--- config.mk ---
export PLATFORM = sky130hd
export DESIGN_NAME = wishbone_rr_arbiter
export DESIGN_NICKNAME = d
export VERILOG_FILES = /design/src/rtl/wishbone_rr_arbiter.sv
export SDC_FILE = /design/constraint.sdc
export NUM_CORES = 1
export LEC_CHECK = 0
export ABC_AREA = 1
export BUFFER_PORTS_ARGS = -buffer_cell sky130_fd_sc_hd__buf_2
export CAP_MARGIN = 20
export CORE_MARGIN = 1
export CORE_UTILIZATION = 39
export CTS_CLUSTER_DIAMETER = 50
export DETAILED_ROUTE_END_ITERATION = 8
export PLACE_DENSITY = 0.83
export SLEW_MARGIN = 40
export SYNTH_ARGS = -nofsm -noshare
export SYNTH_HDL_FRONTEND = slang
export SYNTH_SLANG_ARGS = --single-unit
export TNS_END_PERCENT = 20
--- constraint.sdc ---
create_clock -name clk_i -period 3.4 [get_ports clk_i]
set_input_delay 0.68 -clock clk_i [delete_from_list [all_inputs] [get_ports clk_i]]
set_output_delay 0.68 -clock clk_i [all_outputs]
set_load 0.02 [all_outputs]
--- src/rtl/wishbone_rr_arbiter.sv ---
// Round-robin arbiter sharing one Wishbone classic device among NUM_CTRL controllers.
// A grant is held for a controller's whole cyc and released with one dead cycle.
module wishbone_rr_arbiter #(
  parameter int NUM_CTRL   = 4,
  parameter int DATA_WIDTH = 8
) (
  input  logic                           clk_i,
  input  logic                           rst_i,
  input  logic [NUM_CTRL-1:0]            ctrl_cyc_i,
  input  logic [NUM_CTRL-1:0]            ctrl_stb_i,
  input  logic [NUM_CTRL-1:0]            ctrl_we_i,
  input  logic [NUM_CTRL*DATA_WIDTH-1:0] ctrl_dat_i,
  output logic [NUM_CTRL-1:0]            ctrl_ack_o,
  output logic                           dev_cyc_o,
  output logic                           dev_stb_o,
  output logic                           dev_we_o,
  output logic [DATA_WIDTH-1:0]          dev_dat_o,
  input  logic                           dev_ack_i,
  output logic [NUM_CTRL-1:0]            grant_o
);

  localparam int PTR_W = $clog2(NUM_CTRL);

  typedef enum logic {IDLE, GRANTED} state_t;

  state_t                state_q;
  logic [NUM_CTRL-1:0]   grant_q;
  logic [PTR_W-1:0]      ptr_q;

  logic                  sel_vld;
  logic [PTR_W-1:0]      sel_idx;
  logic [NUM_CTRL-1:0]   sel_oh;

  // Two passes: requesters above the pointer first, then wrap from 0 up to
  // the pointer itself, so the last owner ends up with lowest priority.
  always_comb begin
    sel_vld = 1'b0;
    sel_idx = '0;
    sel_oh  = '0;
    for (int k = 0; k < NUM_CTRL; k++) begin
      if (!sel_vld && ctrl_cyc_i[k] && (k > int'(ptr_q))) begin
        sel_vld   = 1'b1;
        sel_idx   = PTR_W'(k);
        sel_oh[k] = 1'b1;
      end
    end
    for (int k = 0; k < NUM_CTRL; k++) begin
      if (!sel_vld && ctrl_cyc_i[k]) begin
        sel_vld   = 1'b1;
        sel_idx   = PTR_W'(k);
        sel_oh[k] = 1'b1;
      end
    end
  end

  always_ff @(posedge clk_i) begin
    if (rst_i) begin
      state_q <= IDLE;
      grant_q <= '0;
      ptr_q   <= PTR_W'(NUM_CTRL - 1);
    end else begin
      case (state_q)
        IDLE: begin
          if (sel_vld) begin
            state_q <= GRANTED;
            grant_q <= sel_oh;
            ptr_q   <= sel_idx;
          end
        end
        GRANTED: begin
          if (!(|(ctrl_cyc_i & grant_q))) begin
            state_q <= IDLE;
            grant_q <= '0;
          end
        end
        default: begin
          state_q <= IDLE;
          grant_q <= '0;
        end
      endcase
    end
  end

  // Routing is an AND-OR over the one-hot grant, so everything reads 0 while idle.
  always_comb begin
    dev_cyc_o = 1'b0;
    dev_stb_o = 1'b0;
    dev_we_o  = 1'b0;
    dev_dat_o = '0;
    for (int k = 0; k < NUM_CTRL; k++) begin
      if (grant_q[k]) begin
        dev_cyc_o = ctrl_cyc_i[k];
        dev_stb_o = ctrl_stb_i[k];
        dev_we_o  = ctrl_we_i[k];
        dev_dat_o = ctrl_dat_i[k*DATA_WIDTH +: DATA_WIDTH];
      end
    end
  end

  assign ctrl_ack_o = grant_q & {NUM_CTRL{dev_ack_i}};
  assign grant_o    = grant_q;

endmodule

==> results.py, run 1 <==
metrics = {
    "floorplan": {
        "coreArea_um2": 1730,
        "start_util": 0.420,
        "die_x_um": 45.1,
        "row_count": 15,
        "pin_count": 66,
        "die_area_um2": 2040,
        "fp.dieH_um": 45.1,
    },
    "synthesis": {
        "ys_seq_elements": 7,
        "syn_nets": 167,
        "seq_area_frac_synth": 0.193,
        "syn-cell-area_um2": 726,
        "yosys_warnings": 0,
        "synth_cells": 120,
        "yosys.cell_types.count": 21,
        "syn-mean-instance-area_um2": 6.05,
    },
    "timing": {
        "finClkSkew_ns": 0.00530,
        "hold_viol": 0,
        "rsz0062_at_grt": "no",
        "period_minus_slack_ns": 2.48,
        "layout_setup_ws_ns": 0.924,
        "setup_viol": 0,
        "fin_setup_tns_ns": 0,
        "fmax_ghz": 0.404,
        "maxSlewHeadroom": 0.482,
        "drv_slew": 0,
        "finalCritPeriodShare": 0.728,
        "worst_pin_slew_ns": 0.776,
    },
    "clocking": {
        "htree_levels": 1,
        "ctsResizeCount": 0,
        "cts_tree": "done",
        "cts_root_buffer": "clkbuf_4",
        "cts_hold_buf": 0,
        "postCtsSetupRepairBufs": 0,
        "clkSlewWorstSetupHoldPaths_ns": 0.05,
        "clock_sinks": 7,
        "clock_path_buffers": 2,
        "clk_latency_ns": 0.25,
        "cts-buffers-inserted": 3,
    },
    "worst_hold_path": {
        "holdCritPathClass": "reg -> reg",
    },
    "final_layout": {
        "fill_cells": 182,
        "ff_latch_area_um2": 140,
        "final_cell_count_no_fill": 209,
        "multi_input_area_um2": 512,
        "synthToLayoutAreaGrowth_pct": 49.8,
        "final_cell_mix": "buf_2 (65), nand2_1 (31), nor2_1 (15)",
        "layout_commonest_cell": "buf_2",
        "drive_gt1_frac": 0.397,
        "num-nets-final": 232,
        "antennaDiodeCount": 0,
    },
    "drt": {
        "wirelength_um": 2340,
        "drc": 0,
        "dr.pass1.iters": 4,
        "wl_per_cell_um": 11.2,
        "drt-initial-drc-count": 25,
        "vias_per_cell": 5.14,
        "postRouteAntennaNets": 0,
        "route.vias.total": 1074,
    },
    "global_route": {
        "antenna_found_initial": 0,
        "grt_pass1_wl_um": 3390,
        "track_usage": 0.219,
        "grt-ovfl-total": 0,
        "grt_max_degree": 26,
        "grt_pass1_vias": 859,
    },
    "pwr": {
        "power.leakage_nw": 0.611,
        "power_density_nw_per_um2": 346,
        "finalPower_uw": 376,
        "ir_drop_mv": 0.210,
    },
    "critical_path": {
        "start_kind": "flip-flop",
        "worstSetupPathType": "reg -> out",
        "worstPathArrival_ns": 1.80,
        "cp.required_ns": 2.72,
        "cp_max_fo": 14,
        "crit_path_end_kind": "output port",
    },
    "flow_run": {
        "max-cap-violations": 0,
    },
    "placement": {
        "place_inst": 205,
        "hpwl_um": 1870,
        "port_buffers": 65,
        "preCtsSetupSlack_ns": 1.22,
        "place_congestion": 0.846,
    },
    "outcome": {
        "status": "finished, final reports clean",
    },
}
==> flip-flops by register name (all words and copies together) (netlist names) <==
signal and count:
grant_o 4, ptr_q 2, state_q 1
==> cell usage after synthesis, drive strengths merged <==
| master | number | area share |
|---|---|---|
| nand4 | 3 | 0.034 |
| buf | 2 | 0.014 |
| inv | 14 | 0.072 |
| o311ai | 1 | 0.012 |
| o21ai | 4 | 0.028 |
| or2 | 1 | 0.0086 |
| o31ai | 10 | 0.10 |
| nand3 | 6 | 0.048 |
| nand2 | 32 | 0.18 |
| a221oi | 10 | 0.12 |
| nand3b | 1 | 0.010 |
| a21oi | 9 | 0.062 |
| dfxtp | 7 | 0.19 |
| clkbuf | 3 | 0.016 |
| nor2 | 17 | 0.10 |
==> kinds of logic after synthesis <==
family                 count (synthesis)  synth area share
flip-flops                             7             0.193
AO/OA/AOI/OAI                         34             0.326
AND/OR/NAND/NOR                       60             0.379
buffers and inverters                 19             0.102
==> worst paths after layout <==
check | from | end | slack (ns) | cells after the start
min reg2reg | ptr_q[0] | ptr_q[0] | 0.49 | 2
min | ptr_q[0] | ptr_q[0] | 0.49 | 2
max reg2reg | grant_o[2] | grant_o[3] | 1.68 | 6
max | grant_o[2] | dev_cyc_o | 0.92 | 5
==> critical path: stages, from the launching register on <==
cell and delay [ns]:
dfxtp_1 0.59, inv_1 0.30, o21ai_0 0.29, nor2_1 0.08
a21oi_1 0.11, buf_2 0.17
==> per-layer routing <==
metal | share of wire | global-route usage | up-vias | routed length (um)
met5 | 0 | 0 | - | 0
met4 | 0 | 0.0788 | 0 | 0
met3 | 0.084 | 0.0600 | 0 | 197
met2 | 0.49 | 0.391 | 53 | 1140
met1 | 0.43 | 0.247 | 469 | 1010
li1 | - | - | 552 | -
==> area by class of cell <==
cell class / instances / area share
repair buffers: 65 / 0.299
inverters: 14 / 0.0483
flip-flops and latches: 7 / 0.129
clock buffers: 4 / 0.0242
well taps: 25 / 0.0288
multi-input cells: 94 / 0.471
==> where the power goes <==
group	internal [mW]	switching (mW)
Clock	0.0448	0.0312
Combinational	0.0764	0.112
Sequential	0.0915	0.0204
Total	0.213	0.164
==> stage by stage <==
stage,hold slack (ns),utilization,area (um2)
final,0.490,0.630,1090
after global routing,0.520,0.630,1090
after CTS,0.492,0.630,1090
after detailed placement,0.481,0.614,1060
after global placement,0.484,0.614,1060
after floorplan,0.449,-,726
No activity file was read; power rests on OpenSTA's default activity.
==> run 2: changes to the inputs <==
- CORE_UTILIZATION: 39 -> 33
- PLACE_DENSITY: 0.83 -> 0.74
- clock period: 3.4 -> 2.1 ns (I/O delays scaled with it)
==> results.py, run 2 (synthesis gave the netlist of run 1 again) <==
metrics = {
    "critical_path": {
        "crit_path_end_kind": "output port",
        "worst_path_max_delay_cell": "dfxtp_1",
        "max_stage_delay_ns": 0.38,
        "cp_max_fo": 5,
        "critPathBufInv": 3,
        "worstPathArrival_ns": 1.53,
        "cp.required_ns": 1.68,
        "worstSetupPathType": "reg -> out",
        "crit_family": "buffers and inverters",
        "cp_cell_sequence": "inv_1, nor2_4, buf_4, a221oi_1, o31ai_1, buf_2",
        "start_kind": "flip-flop",
    },
    "placement": {
        "place_inst": 210,
        "hpwl_um": 1910,
        "port_buffers": 65,
        "place_congestion": 0.853,
    },
    "final_layout": {
        "final_cell_count_no_fill": 216,
        "fill_cells": 211,
        "layout_commonest_cell": "buf_2",
        "largest_register_ffs": 4,
        "synthToLayoutAreaGrowth_pct": 56.2,
        "num-nets-final": 237,
        "antennaDiodeCount": 0,
        "final_cell_mix": "buf_2 (65), nand2_1 (31), nor2_1 (15)",
        "drive_gt1_frac": 0.418,
    },
    "timing": {
        "period_minus_slack_ns": 1.95,
        "maxSlewHeadroom": 0.759,
        "whs_ns": 0.410,
        "hold_viol": 0,
        "rsz0062_at_grt": "no",
        "fmax_ghz": 0.512,
        "finalCritPeriodShare": 0.931,
        "finClkSkew_ns": 0.00155,
        "drv_slew": 0,
        "fin_setup_tns_ns": 0,
        "setup_viol": 0,
        "worst_pin_slew_ns": 0.361,
    },
    "global_route": {
        "antenna_found_initial": 0,
        "grt-ovfl-total": 0,
        "track_usage": 0.208,
        "grt_pass1_vias": 950,
        "grt_max_degree": 21,
        "grt_pass1_wl_um": 4010,
    },
    "drt": {
        "route.vias.total": 1078,
        "drt-initial-drc-count": 29,
        "dr.pass1.iters": 4,
        "wl_per_cell_um": 11.1,
        "vias_per_cell": 4.99,
        "postRouteAntennaNets": 0,
        "drc": 0,
        "wirelength_um": 2400,
    },
    "clocking": {
        "clock_path_buffers": 2,
        "htree_levels": 1,
        "clock_sinks": 7,
        "clkSlewWorstSetupHoldPaths_ns": 0.05,
        "cts_root_buffer": "clkbuf_4",
        "clk_latency_ns": 0.25,
        "cts_tree": "done",
        "cts-buffers-inserted": 3,
    },
    "pwr": {
        "pwr-share-seq": 0.266,
        "power_frac_comb": 0.539,
        "power.leakage_nw": 0.637,
        "swShare": 0.428,
        "clkPwrFrac": 0.195,
        "switchingPower_uw": 266,
        "ir_drop_mv": 0.488,
        "internal-power_uw": 356,
        "power_density_nw_per_um2": 549,
    },
    "worst_hold_path": {
        "holdCritPathClass": "in -> reg",
    },
    "floorplan": {
        "coreArea_um2": 2020,
        "pin_count": 66,
        "start_util": 0.359,
        "fp.dieH_um": 48.9,
        "die_area_um2": 2390,
        "row_count": 16,
        "die_x_um": 48.9,
    },
    "outcome": {
        "status": "finished, final reports clean",
    },
    "flow_run": {
        "max-cap-violations": 0,
    },
}
## run 2: cell types whose count changed in the layout (fill, tap and decap cells not counted)
cell,previous run,this run
nor2_4,1,2
nor2_2,1,0
dfxtp_1,7,6
dfxtp_2,0,1
buf_4,0,5
## run 2: path summary, 6_finish.rpt
| path | slack [ns] | endpoint | startpoint | cells after the start |
|---|---|---|---|---|
| worst max-delay path | 0.15 | dev_dat_o[3] | grant_o[0] | 6 |
| worst min-delay path | 0.41 | grant_o[1] | rst_i | 2 |
| worst min register to register | 0.51 | ptr_q[0] | ptr_q[0] | 2 |
| worst max register to register | 0.73 | ptr_q[1] | ptr_q[1] | 9 |
## run 2: through the flow
step	setup slack (ns)	total power, mW	cell area, um2	util
3_5_place_dp	0.347	0.496	1090	0.537
4_1_cts	0.0735	0.620	1110	0.550
5_1_grt	0.0312	0.675	1130	0.561
2_1_floorplan	0.201	0.373	726	-
6_report	0.146	0.622	1130	0.561
3_3_place_gp	0.394	0.489	1090	0.537
## run 2: final cells by class
cell class / count / area [um2] / area share
Sequential cell: 7 / 141 / 0.125
Clock buffer: 4 / 26.3 / 0.0232
Multi-Input combinational cell: 94 / 517 / 0.456
Tap cell: 27 / 33.8 / 0.0298
Timing Repair Buffer: 70 / 363 / 0.320
Inverter: 14 / 52.6 / 0.0464
## run 2: layer usage
layer / global-route usage / part of all wire
met5: 0 / 0
met4: 0.0637 / 0.0042
met3: 0.0561 / 0.090
met2: 0.359 / 0.48
met1: 0.250 / 0.43
## run 2: power groups by stage
stage | Sequential (mW) | Clock (mW) | Combinational (mW)
after floorplan | 0.172 | 0 | 0.200
after global placement | 0.166 | 0 | 0.323
after detailed placement | 0.168 | 0 | 0.327
after CTS | 0.165 | 0.125 | 0.329
after global routing | 0.169 | 0.135 | 0.371
final | 0.166 | 0.121 | 0.335
## run 2: what timing repair did
item / 4_1_cts / 5_1_grt
buffers inserted: 0 / 2
hold buffers: 0 / 0
resized for setup: 0 / 2
endpoints found under the setup margin: 0 / 9
==> run 3: changes to the inputs <==
- CORE_ASPECT_RATIO: unset -> 0.75
==> results.py, run 3 (synthesis gave the netlist of run 1 again) <==
metrics = {
    "drt": {
        "route.vias.total": 1042,
        "wirelength_um": 2560,
        "drt-initial-drc-count": 31,
        "wl_per_cell_um": 12.1,
        "postRouteAntennaNets": 0,
        "dr.pass1.iters": 4,
        "drc": 0,
        "vias_per_cell": 4.94,
    },
    "critical_path": {
        "worstSetupPathType": "reg -> out",
        "reg2reg_from": "grant_o[2]",
        "start_kind": "flip-flop",
        "r2r_slack_ns": 0.71,
        "worst_path_max_delay_cell": "dfxtp_1",
        "rr_endpoint": "grant_o[1]",
        "cp.required_ns": 1.68,
        "cp_cell_sequence": "inv_1, nor2_4, a221oi_1, o31ai_1, buf_2",
        "cp_max_fo": 10,
        "crit_path_end_kind": "output port",
        "max_stage_delay_ns": 0.41,
        "crit_family": "flip-flops",
        "worstPathArrival_ns": 1.55,
        "critPathBufInv": 2,
        "worst_r2r_path_depth": 6,
    },
    "worst_hold_path": {
        "holdCritPathClass": "in -> reg",
        "hold_depth": 2,
        "min_to": "grant_o[1]",
        "hold_start": "rst_i",
    },
    "final_layout": {
        "largest_register_ffs": 4,
        "synthToLayoutAreaGrowth_pct": 53.6,
        "final_util": 0.549,
        "layout_commonest_cell": "buf_2",
        "antennaDiodeCount": 0,
        "fill_cells": 218,
        "ff_latch_area_um2": 141,
        "num-nets-final": 235,
        "multi_input_area_um2": 517,
        "final_cell_count_no_fill": 211,
        "drive_gt1_frac": 0.412,
        "final_cell_mix": "buf_2 (65), nand2_1 (31), nor2_1 (15)",
        "stdcell_area_um2": 1110,
    },
    "pwr": {
        "ir_drop_mv": 0.292,
        "finalPower_uw": 627,
        "power_density_nw_per_um2": 562,
        "power.leakage_nw": 0.628,
    },
    "placement": {
        "place_congestion": 0.813,
        "port_buffers": 65,
        "place_inst": 207,
        "hpwl_um": 2040,
        "place_area_um2": 1080,
    },
    "clocking": {
        "cts_tree": "done",
        "clock_sinks": 7,
        "clock_path_buffers": 2,
        "clk_latency_ns": 0.25,
        "cts_root_buffer": "clkbuf_4",
        "clkSlewWorstSetupHoldPaths_ns": 0.05,
        "cts-buffers-inserted": 3,
        "htree_levels": 1,
        "cts_hold_buf": 0,
        "postCtsSetupRepairBufs": 0,
    },
    "timing": {
        "setup_viol": 0,
        "drv_slew": 0,
        "maxSlewHeadroom": 0.738,
        "rsz0062_at_grt": "yes",
        "finClkSkew_ns": 0.000916,
        "fmax_ghz": 0.508,
        "period_minus_slack_ns": 1.97,
        "hold_viol": 0,
        "finalCritPeriodShare": 0.937,
        "worst_pin_slew_ns": 0.393,
    },
    "floorplan": {
        "coreArea_um2": 2030,
        "start_util": 0.357,
        "die_x_um": 56.2,
        "die_area_um2": 2390,
        "pin_count": 66,
        "fp.dieH_um": 42.6,
        "row_count": 14,
    },
    "global_route": {
        "track_usage": 0.217,
        "grt_pass1_wl_um": 4130,
        "grt_max_degree": 17,
        "grt_pass1_vias": 977,
        "antenna_found_initial": 0,
        "grt-ovfl-total": 0,
    },
    "outcome": {
        "status": "finished, final reports clean",
    },
    "flow_run": {
        "max-cap-violations": 0,
    },
}
## run 3: changes by cell type in the layout (fill, tap and decap cells not counted), sizes merged
cell / before / now
buf: 70 / 68
## run 3: worst register-to-register path: stages (launching register included)
cell	delay, ns
dfxtp_1	0.31
inv_1	0.30
o21ai_0	0.20
nor2_1	0.18
nand2_1	0.13
nand3_1	0.10
a21oi_1	0.06
## run 3: final cells by class
cell class | instances | area share
Inverter | 14 | 0.0471
Multi-Input combinational cell | 94 | 0.464
Tap cell | 24 | 0.0269
Timing Repair Buffer | 68 | 0.312
Clock buffer | 4 | 0.0236
Sequential cell | 7 | 0.127
## run 3: repair_timing
item | 4_1_cts | 5_1_grt
pin swaps | 0 | 0
gates resized for setup | 1 | 1
endpoints found under the setup margin | 7 | 11
## run 3: how the worst max path moves through the flow
| stage | from | endpoint | slack, ns | cells after the start |
|---|---|---|---|---|
| after global placement | grant_o[1] | dev_dat_o[7] | 0.31 | 4 |
| after CTS | grant_o[1] | dev_dat_o[4] | 0.01 | 4 |
| after floorplan | grant_o[0] | dev_dat_o[7] | 0.20 | 4 |
| final | grant_o[0] | dev_dat_o[7] | 0.13 | 5 |
| after global routing | grant_o[0] | dev_dat_o[7] | -0.02 | 5 |
| after detailed placement | grant_o[1] | dev_dat_o[6] | 0.22 | 4 |
## run 3: per-stage QoR
step	setup slack, ns	hold WS [ns]	setup TNS, ns
final	0.133	0.409	0
after global routing	-0.0208	0.413	-0.0208
after CTS	0.0108	0.412	0
after detailed placement	0.218	0.487	0
after global placement	0.312	0.478	0
after floorplan	0.201	0.449	0
## run 3: report_power, final
part           total, mW  internal, mW  switching (mW)
clock network      0.126        0.0727          0.0528
logic              0.334         0.130           0.204
registers          0.167         0.148          0.0187
total              0.627         0.351           0.275
## run 3: layer usage
| metal | share of wire | vias up | GRT usage |
|---|---|---|---|
| met2 | 0.50 | 22 | 0.369 |
| met4 | 0.0074 | 0 | 0.0976 |
| li1 | - | 557 | - |
| met1 | 0.46 | 460 | 0.274 |
| met5 | 0 | - | 0 |
| met3 | 0.032 | 3 | 0.0309 |
